[config.mk]
export PLATFORM = sky130hd
export DESIGN_NAME = gp_acmp_scan_ctrl
export DESIGN_NICKNAME = d
export VERILOG_FILES = /design/src/rtl/gp_acmp_scan_ctrl.sv
export SDC_FILE = /design/constraint.sdc
export NUM_CORES = 1
export LEC_CHECK = 0
export CAP_MARGIN = 20
export CORE_ASPECT_RATIO = 0.75
export CORE_MARGIN = 8
export CORE_UTILIZATION = 50
export DETAILED_ROUTE_END_ITERATION = 10
export PLACE_DENSITY = 0.85
export SYNTH_ARGS = -nofsm -noshare
export SYNTH_HDL_FRONTEND = slang
export SYNTH_SLANG_ARGS = --single-unit
[constraint.sdc]
create_clock -name CLK -period 1.6 [get_ports CLK]
set_input_delay 0.16 -clock CLK [delete_from_list [all_inputs] [get_ports CLK]]
set_output_delay 0.16 -clock CLK [all_outputs]
set_load 0.005 [all_outputs]
[src/rtl/gp_acmp_scan_ctrl.sv]
`default_nettype none
// ============================================================================
//  Module   : gp_acmp_scan_ctrl
//  Purpose  : Time-shares one GreenPAK analog comparator across NUM_CH
//             inputs behind an external analog mux. Waits for the bandgap,
//             powers the comparator, then for each channel drives the mux
//             select, waits for settling, majority-votes SAMPLES comparator
//             readings and latches one result bit per channel.
//  Ports    : CLK        - clock, all state changes on rising edge
//             RST        - synchronous active-high reset
//             EN         - scan enable (level)
//             BG_OK      - bandgap ready flag
//             ACMP_OUT   - comparator output (synchronous to CLK)
//             ACMP_PWREN - comparator power enable
//             CH_SEL     - analog mux select
//             RESULT     - latched per-channel comparator results
//             SCAN_DONE  - one-cycle pulse, full scan complete
//             BUSY       - high whenever not idle
//             BG_FAULT   - one-cycle pulse, bandgap lost while powered
//  Revision : 1.0 - initial release
// ============================================================================
module gp_acmp_scan_ctrl #(
    parameter int NUM_CH        = 4,
    parameter int SEL_W         = 2,
    parameter int PWRUP_CYCLES  = 16,
    parameter int SETTLE_CYCLES = 4,
    parameter int SAMPLES       = 3
) (
    input  logic              CLK,
    input  logic              RST,
    input  logic              EN,
    input  logic              BG_OK,
    input  logic              ACMP_OUT,
    output logic              ACMP_PWREN,
    output logic [SEL_W-1:0]  CH_SEL,
    output logic [NUM_CH-1:0] RESULT,
    output logic              SCAN_DONE,
    output logic              BUSY,
    output logic              BG_FAULT
);

    localparam int ONES_W = $clog2(SAMPLES + 1);

    localparam logic [SEL_W-1:0]  c_last_ch = SEL_W'(NUM_CH - 1);
    localparam logic [ONES_W:0]   c_half    = (ONES_W + 1)'(SAMPLES / 2);
    localparam logic [7:0]        c_pwrup   = 8'(PWRUP_CYCLES);
    localparam logic [7:0]        c_settle  = 8'(SETTLE_CYCLES);
    localparam logic [7:0]        c_samples = 8'(SAMPLES);

`ifndef SYNTHESIS
    generate
        if ((SAMPLES % 2) == 0 || SAMPLES < 1 || PWRUP_CYCLES < 1 ||
            SETTLE_CYCLES < 1 || NUM_CH < 1 || (1 << SEL_W) < NUM_CH) begin : g_bad_params
            initial begin
                $display("ERROR: gp_acmp_scan_ctrl illegal parameters (NUM_CH=%0d SEL_W=%0d PWRUP=%0d SETTLE=%0d SAMPLES=%0d)",
                         NUM_CH, SEL_W, PWRUP_CYCLES, SETTLE_CYCLES, SAMPLES);
                $finish;
            end
        end
    endgenerate
`endif

    typedef enum logic [2:0] {
        S_IDLE    = 3'd0,
        S_WAIT_BG = 3'd1,
        S_PWRUP   = 3'd2,
        S_SETTLE  = 3'd3,
        S_SAMPLE  = 3'd4,
        S_NEXT    = 3'd5
    } state_t;

    state_t             r_state,  w_state_nxt;
    logic [7:0]         r_cnt,    w_cnt_nxt;
    logic [ONES_W-1:0]  r_ones,   w_ones_nxt;
    logic [SEL_W-1:0]   r_ch,     w_ch_nxt;
    logic [NUM_CH-1:0]  r_result, w_result_nxt;
    logic               r_done,   w_done_nxt;
    logic               r_fault,  w_fault_nxt;
    logic               r_pwren,  w_pwren_nxt;
    logic               r_busy,   w_busy_nxt;

    logic               w_active;
    logic [ONES_W:0]    w_ones_final;
    logic               w_vote;

    // One extra bit so the final sample can never overflow the tally.
    assign w_ones_final = {1'b0, r_ones} + (ONES_W + 1)'(ACMP_OUT);
    assign w_vote       = (w_ones_final > c_half);
    assign w_active     = (r_state == S_PWRUP)  || (r_state == S_SETTLE) ||
                          (r_state == S_SAMPLE) || (r_state == S_NEXT);

    always_comb begin
        w_state_nxt  = r_state;
        w_cnt_nxt    = r_cnt;
        w_ones_nxt   = r_ones;
        w_ch_nxt     = r_ch;
        w_result_nxt = r_result;
        w_done_nxt   = 1'b0;
        w_fault_nxt  = 1'b0;

        if (w_active && !BG_OK) begin
            // Bandgap loss overrides everything: drop power, discard the
            // partial vote and leave RESULT untouched.
            w_state_nxt = S_WAIT_BG;
            w_cnt_nxt   = 8'd0;
            w_ones_nxt  = '0;
            w_ch_nxt    = '0;
            w_fault_nxt = 1'b1;
        end else begin
            case (r_state)
                S_IDLE: begin
                    w_ch_nxt = '0;
                    if (EN) begin
                        w_state_nxt = S_WAIT_BG;
                    end
                end
                S_WAIT_BG: begin
                    w_ch_nxt = '0;
                    if (!EN) begin
                        w_state_nxt = S_IDLE;
                    end else if (BG_OK) begin
                        w_state_nxt = S_PWRUP;
                        w_cnt_nxt   = c_pwrup;
                    end
                end
                S_PWRUP: begin
                    if (r_cnt <= 8'd1) begin
                        w_state_nxt = S_SETTLE;
                        w_cnt_nxt   = c_settle;
                        w_ch_nxt    = '0;
                        w_ones_nxt  = '0;
                    end else begin
                        w_cnt_nxt = r_cnt - 8'd1;
                    end
                end
                S_SETTLE: begin
                    if (r_cnt <= 8'd1) begin
                        w_state_nxt = S_SAMPLE;
                        w_cnt_nxt   = c_samples;
                        w_ones_nxt  = '0;
                    end else begin
                        w_cnt_nxt = r_cnt - 8'd1;
                    end
                end
                S_SAMPLE: begin
                    if (r_cnt <= 8'd1) begin
                        for (int i = 0; i < NUM_CH; i++) begin
                            if (r_ch == SEL_W'(i)) begin
                                w_result_nxt[i] = w_vote;
                            end
                        end
                        w_state_nxt = S_NEXT;
                        w_cnt_nxt   = 8'd0;
                        w_ones_nxt  = '0;
                        // SCAN_DONE is registered, so raise it on entry to
                        // the final NEXT cycle.
                        w_done_nxt  = (r_ch == c_last_ch);
                    end else begin
                        w_ones_nxt = r_ones + ONES_W'(ACMP_OUT);
                        w_cnt_nxt  = r_cnt - 8'd1;
                    end
                end
                S_NEXT: begin
                    if (r_ch != c_last_ch) begin
                        w_ch_nxt    = r_ch + SEL_W'(1);
                        w_state_nxt = S_SETTLE;
                        w_cnt_nxt   = c_settle;
                    end else if (EN) begin
                        // Comparator stays powered between back-to-back scans.
                        w_ch_nxt    = '0;
                        w_state_nxt = S_SETTLE;
                        w_cnt_nxt   = c_settle;
                    end else begin
                        w_ch_nxt    = '0;
                        w_state_nxt = S_IDLE;
                        w_cnt_nxt   = 8'd0;
                    end
                end
                default: begin
                    w_state_nxt = S_IDLE;
                    w_cnt_nxt   = 8'd0;
                    w_ones_nxt  = '0;
                    w_ch_nxt    = '0;
                end
            endcase
        end

        w_pwren_nxt = (w_state_nxt == S_PWRUP)  || (w_state_nxt == S_SETTLE) ||
                      (w_state_nxt == S_SAMPLE) || (w_state_nxt == S_NEXT);
        w_busy_nxt  = (w_state_nxt != S_IDLE);
    end

    always_ff @(posedge CLK) begin
        if (RST) begin
            r_state  <= S_IDLE;
            r_cnt    <= 8'd0;
            r_ones   <= '0;
            r_ch     <= '0;
            r_result <= '0;
            r_done   <= 1'b0;
            r_fault  <= 1'b0;
            r_pwren  <= 1'b0;
            r_busy   <= 1'b0;
        end else begin
            r_state  <= w_state_nxt;
            r_cnt    <= w_cnt_nxt;
            r_ones   <= w_ones_nxt;
            r_ch     <= w_ch_nxt;
            r_result <= w_result_nxt;
            r_done   <= w_done_nxt;
            r_fault  <= w_fault_nxt;
            r_pwren  <= w_pwren_nxt;
            r_busy   <= w_busy_nxt;
        end
    end

    assign ACMP_PWREN = r_pwren;
    assign CH_SEL     = r_ch;
    assign RESULT     = r_result;
    assign SCAN_DONE  = r_done;
    assign BUSY       = r_busy;
    assign BG_FAULT   = r_fault;

endmodule
`default_nettype wire

# Word-level counts from Yosys, hierarchy flattened
# Cells that the tools add are included.
[word_totals]
regBits = 23
latchBits = 0
ram_bits = 0
romBits = 0
inputBits = 5
out_inout_bits = 10
elab_cells = 88
n_memories = 0
[op_classes]
n_addsub = 4
n_mul = 0
div_mod_pow = 0
order_cmp = 2
eq_ne = 17
shift = 0
n_mux = 24
bitwise = 6
n_reduce_logical = 23
[op_table]
columns = ["cell", "count"]
rows = [
  ["$pmux W8 S6", 1],
  ["$mux W8", 5],
  ["$mux W3", 9],
  ["$pmux W3 S6", 1],
  ["$reduce_and A4 Y1", 4],
  ["$eq A3 B2 Y1 const B", 4],
  ["$eq A3 B3 Y1 const B", 4],
  ["$pmux W2 S3", 2],
  ["$mux W2", 5],
  ["$le A8 B1 Y1 const B", 1],
  ["$sub A8 B1 Y8 const B", 1],
  ["$logic_or A1 B1 Y1", 6],
  ["$ne A2 B2 Y1 const B", 3],
  ["$not A1 Y1", 6],
  ["$reduce_or A2 Y1", 3],
  ["$eq A2 B2 Y1 const B", 2],
  ["$ne A2 B1 Y1 const B", 2],
  ["$reduce_and A2 Y1", 2],
  ["$reduce_or A4 Y1", 1],
  ["$add A2 B1 Y3", 1],
  ["$eq A3 B1 Y1 const B", 1],
  ["$gt A3 B1 Y1 const B", 1],
  ["$logic_not A3 Y1", 1],
  ["$reduce_and A3 Y1", 1],
  ["other kinds (9)", 9],
]

# Logic depth before layout (Yosys ltp)
[logic_depth]
ltp_word = 10
ltp_mapped = 6
ltp_nobuf = 6

# Least setup slack after synthesis
# No wires, ideal clock.
[synth_timing]
path_kind = "flip-flop to flip-flop"
from = "register r_cnt[2]"
to = "register r_result[0] (netlist: RESULT[0])"
setup_ns = 0.116
arrival_time_ns = 1.615
t_required_ns = 1.484
setup_slack_ns = -0.131
path_stages_with_launch = 5
path_buffers = 0
synth_period_minus_slack_ns = 1.731
path_cell_list = "dfxtp_1 > or4_4 > nor4_4 > a21oi_1 > a31o_1"
[synth_between]
elab_chain_len = 2
[synth_rtl]
columns = ["element", "line", "text"]
rows = [
  ["start: declaration", "73", "logic [7:0] r_cnt, w_cnt_nxt;"],
  ["start signal: assignment", "206", "r_cnt <= w_cnt_nxt;"],
  ["$le A8 B1 Y1", "146", "if (r_cnt <= 8'd1) begin"],
  ["$reduce_and A4 Y1 (no source line)", "-", ""],
  ["end signal: assignment", "209", "r_result <= w_result_nxt;"],
  ["end: declaration", "76", "logic [NUM_CH-1:0] r_result, w_result_nxt;"],
]
# No other way between the ends.
# A chain may end at the register's enable or synchronous reset.

# Final worst setup path
[layout_timing]
from = "register r_cnt[3]"
to = "register r_result[2] (netlist: RESULT[2])"
# Same word-level chain as after synthesis.

==> impl_metrics.csv <==
group,metric,value,unit
global_route,grt_max_degree,18,
placed_design,place_ws,-235,ps
routing,drt-vias-per-instance,6.17,
logic_synthesis,avgSynthCellArea,8.68,um^2
global_route,grt_pass1_wl,6240,um
routing,post_drt_wl_per_cell,16.8,um
logic_synthesis,synth_seq_cells,23,
critical_path,crit_arrival,1950,ps
placed_design,io_buffers,14,
logic_synthesis,syn_nets,175,
placed_design,detailed_place.area,0.00175,mm^2
global_route,antenna_found_initial,0,
timing,worstMarginPinSlew,389,ps
cells_and_area,final_cell_mix,"buf_4 (28), dfxtp_1 (20), clkdlybuf4s50_1 (14)",
global_route,grt_most_used_layer,"met2",
timing,rsz0062_at_grt,"true",
routing,antenna_left,0,
critical_path,critical-path-max-stage-delay,590,ps
power,p_total,1520,uW
timing,period_needed,1780,ps
clock_network,cts-buffers-inserted,3,
power,leakage,0.000724,uW
logic_synthesis,syn_area,0.00139,mm^2
power,ir_worst_vdd,0.506,mV
clock_network,clk_path_buf_depth,2,
global_route,use_met2,0.290,
placed_design,post-dp-hpwl,2670,um
logic_synthesis,async_flop_share,0,
critical_path,cp_slowest_cell,"or4_4",
routing,drc,0,
floorplanning,num_rows,16,
clock_network,htree_levels,1,
timing,timing.slew.headroom,0.740,
cells_and_area,layout.nets,213,
global_route,grt_use_met1,0.199,
timing,clock.fmax,0.563,GHz
global_route,grt_use_total,0.163,
critical_path,worstPathCellList,"or4_4 -> nor4_4 -> buf_4 -> a21oi_1 -> a31o_1",
critical_path,cp-end-kind,"flip-flop",
critical_path,critPathKind,"reg -> reg",
clock_network,clkSlewWorstSetupHoldPaths,90,ps
cells_and_area,drive_gt1_frac,0.259,
floorplanning,fp.coreArea,0.00262,mm^2
logic_synthesis,ys_seq_area_frac,0.332,
clock_network,cts_tree,"yes",
timing,fin_worst_skew,4.56,ps
cells_and_area,area_growth,34.3,%
critical_path,start_kind,"flip-flop",
routing,first_pass_iters,6,
logic_synthesis,netlist_instances,160,
cells_and_area,stdcell_area,0.00187,mm^2
floorplanning,io_pins,15,
global_route,met3_usage,0.0306,
timing,setup-violations-final,13,
logic_synthesis,synth_edf_count,0,
routing,num_vias,1438,
critical_path,cp_max_fo,5,
floorplanning,fp.dieW,76.9,um
floorplanning,die_y,61.6,um
timing,finalHoldViolCount,0,
cells_and_area,n_antenna_cell,0,
global_route,grt_pass1_vias,1290,
floorplanning,start_util,0.530,
global_route,grt_overflow,0,
placed_design,place_congestion,0.919,
floorplanning,design.die.area,0.00474,mm^2
logic_synthesis,yosysWarnings,0,
hold_path,hp-class,"reg -> reg",
clock_network,cts-root-buf,"clkbuf_8",
cells_and_area,layout_commonest_cell,"buf_4",
timing,worst_slack,-177,ps
clock_network,clk_latency,270,ps
clock_network,clock_sinks,23,
logic_synthesis,synth_flop_cell,"dfxtp_1",
timing,fin_crit_sh,1.11,
job,maxCapViolCount,0,
power,power_density,817,mW/mm^2
clock_network,hold_buffers,0,
run_status,violations,"setup timing",
timing,report.final.slew_viol_count,0,
logic_synthesis,synth.distinct_cells,49,
critical_path,required,1770,ps
routing,drtIter0Drc,144,
run_status,status,"finished, violations left",
routing,routed_wl,3910,um
## logic make-up (layout without fill, tap and decap cells)
family,after synthesis,in the layout,synth area share
compound gates,49,49,0.250
simple gates,50,50,0.221
fa+ha+maj,11,11,0.0973
xor+xnor,7,7,0.0441
flops,23,23,0.332
buf+inv,20,57,0.0559
## what timing repair did
item,in CTS,in global routing
buffers inserted,0,1
pin swaps,4,5
endpoints found under the setup margin,16,17
cloned,0,0
resized for setup,5,10
## report_power, final
group / leakage [uW] / switching [uW] / total [uW] / internal (uW)
logic: 0.000513 / 268 / 513 / 245
clock network: 0.0000228 / 206 / 385 / 179
registers: 0.000188 / 23.1 / 626 / 603
total: 0.000724 / 497 / 1520 / 1030
## layer usage
layer  share of wire  wire [um]  vias to the layer above
met2            0.50       1930                       76
met4           0.018         70                        0
met3           0.067        260                       13
li1                -          -                      657
met1            0.42       1640                      692
met5               0          0                        -
## final timing paths
kind / from / endpoint / slack [ps] / depth (start not counted)
setup / recovery: r_cnt[3] / RESULT[2] / -180 / 5
hold reg to reg: r_ones[0] / r_ones[0] / 510 / 2
setup reg to reg: r_cnt[3] / RESULT[2] / -180 / 5
hold / removal: r_ones[0] / r_ones[0] / 510 / 2
## through the flow
step	cells	utilization	hold WS (ps)	TNS (ps)
5_1_grt	233	0.711	553	-2000
6_report	233	0.711	509	-1460
2_1_floorplan	160	-	444	-499
3_5_place_dp	228	0.666	493	-2180
3_3_place_gp	228	0.666	471	-1670
4_1_cts	232	0.692	509	-979
## worst max-delay path: cells and delay by family, from the launching register on
family | cells | cell delay (ps)
DFF | 1 | 330
and+or+nand+nor | 2 | 890
AOI/OAI and AO/OA | 2 | 260
buffers and inverters | 1 | 200
## registers in the layout, indices dropped and copies added (netlist names)
name and cells:
SCAN_DONE 1, r_cnt 8, BG_FAULT 1, RESULT 4, r_ones 2, BUSY 1
CH_SEL 2, ACMP_PWREN 1, r_state 3
## layout make-up
| class | instances | area (um^2) |
|---|---|---|
| clock buffers | 4 | 45.0 |
| fillers | 189 | 757 |
| inverters | 11 | 41.3 |
| multi-input cells | 117 | 920 |
| flip-flops and latches | 23 | 464 |
| well taps | 36 | 45.0 |
| repair buffers | 42 | 350 |
## cells in the mapped netlist (2+ instances only)
| cell | count | area share |
|---|---|---|
| nand3_1 | 8 | 0.029 |
| o21ai_0 | 5 | 0.018 |
| a21o_1 | 3 | 0.016 |
| a41oi_1 | 2 | 0.013 |
| xnor2_1 | 4 | 0.025 |
| clkbuf_1 | 7 | 0.019 |
| xor2_1 | 3 | 0.019 |
| o21bai_1 | 2 | 0.011 |
| inv_1 | 11 | 0.030 |
| dfxtp_1 | 23 | 0.33 |
| nor4_1 | 2 | 0.0090 |
| a221oi_1 | 2 | 0.013 |
| nand2b_1 | 6 | 0.027 |
| nand2_1 | 5 | 0.014 |
| ha_1 | 10 | 0.090 |
| buf_2 | 2 | 0.0072 |
| a311oi_1 | 2 | 0.013 |
| nor2_1 | 10 | 0.027 |
| a31oi_1 | 2 | 0.0090 |
| nor2b_1 | 2 | 0.0090 |
| a21oi_1 | 15 | 0.054 |
| a31o_1 | 4 | 0.025 |
| nor3_1 | 4 | 0.014 |
(Power assumes the default switching activity.)
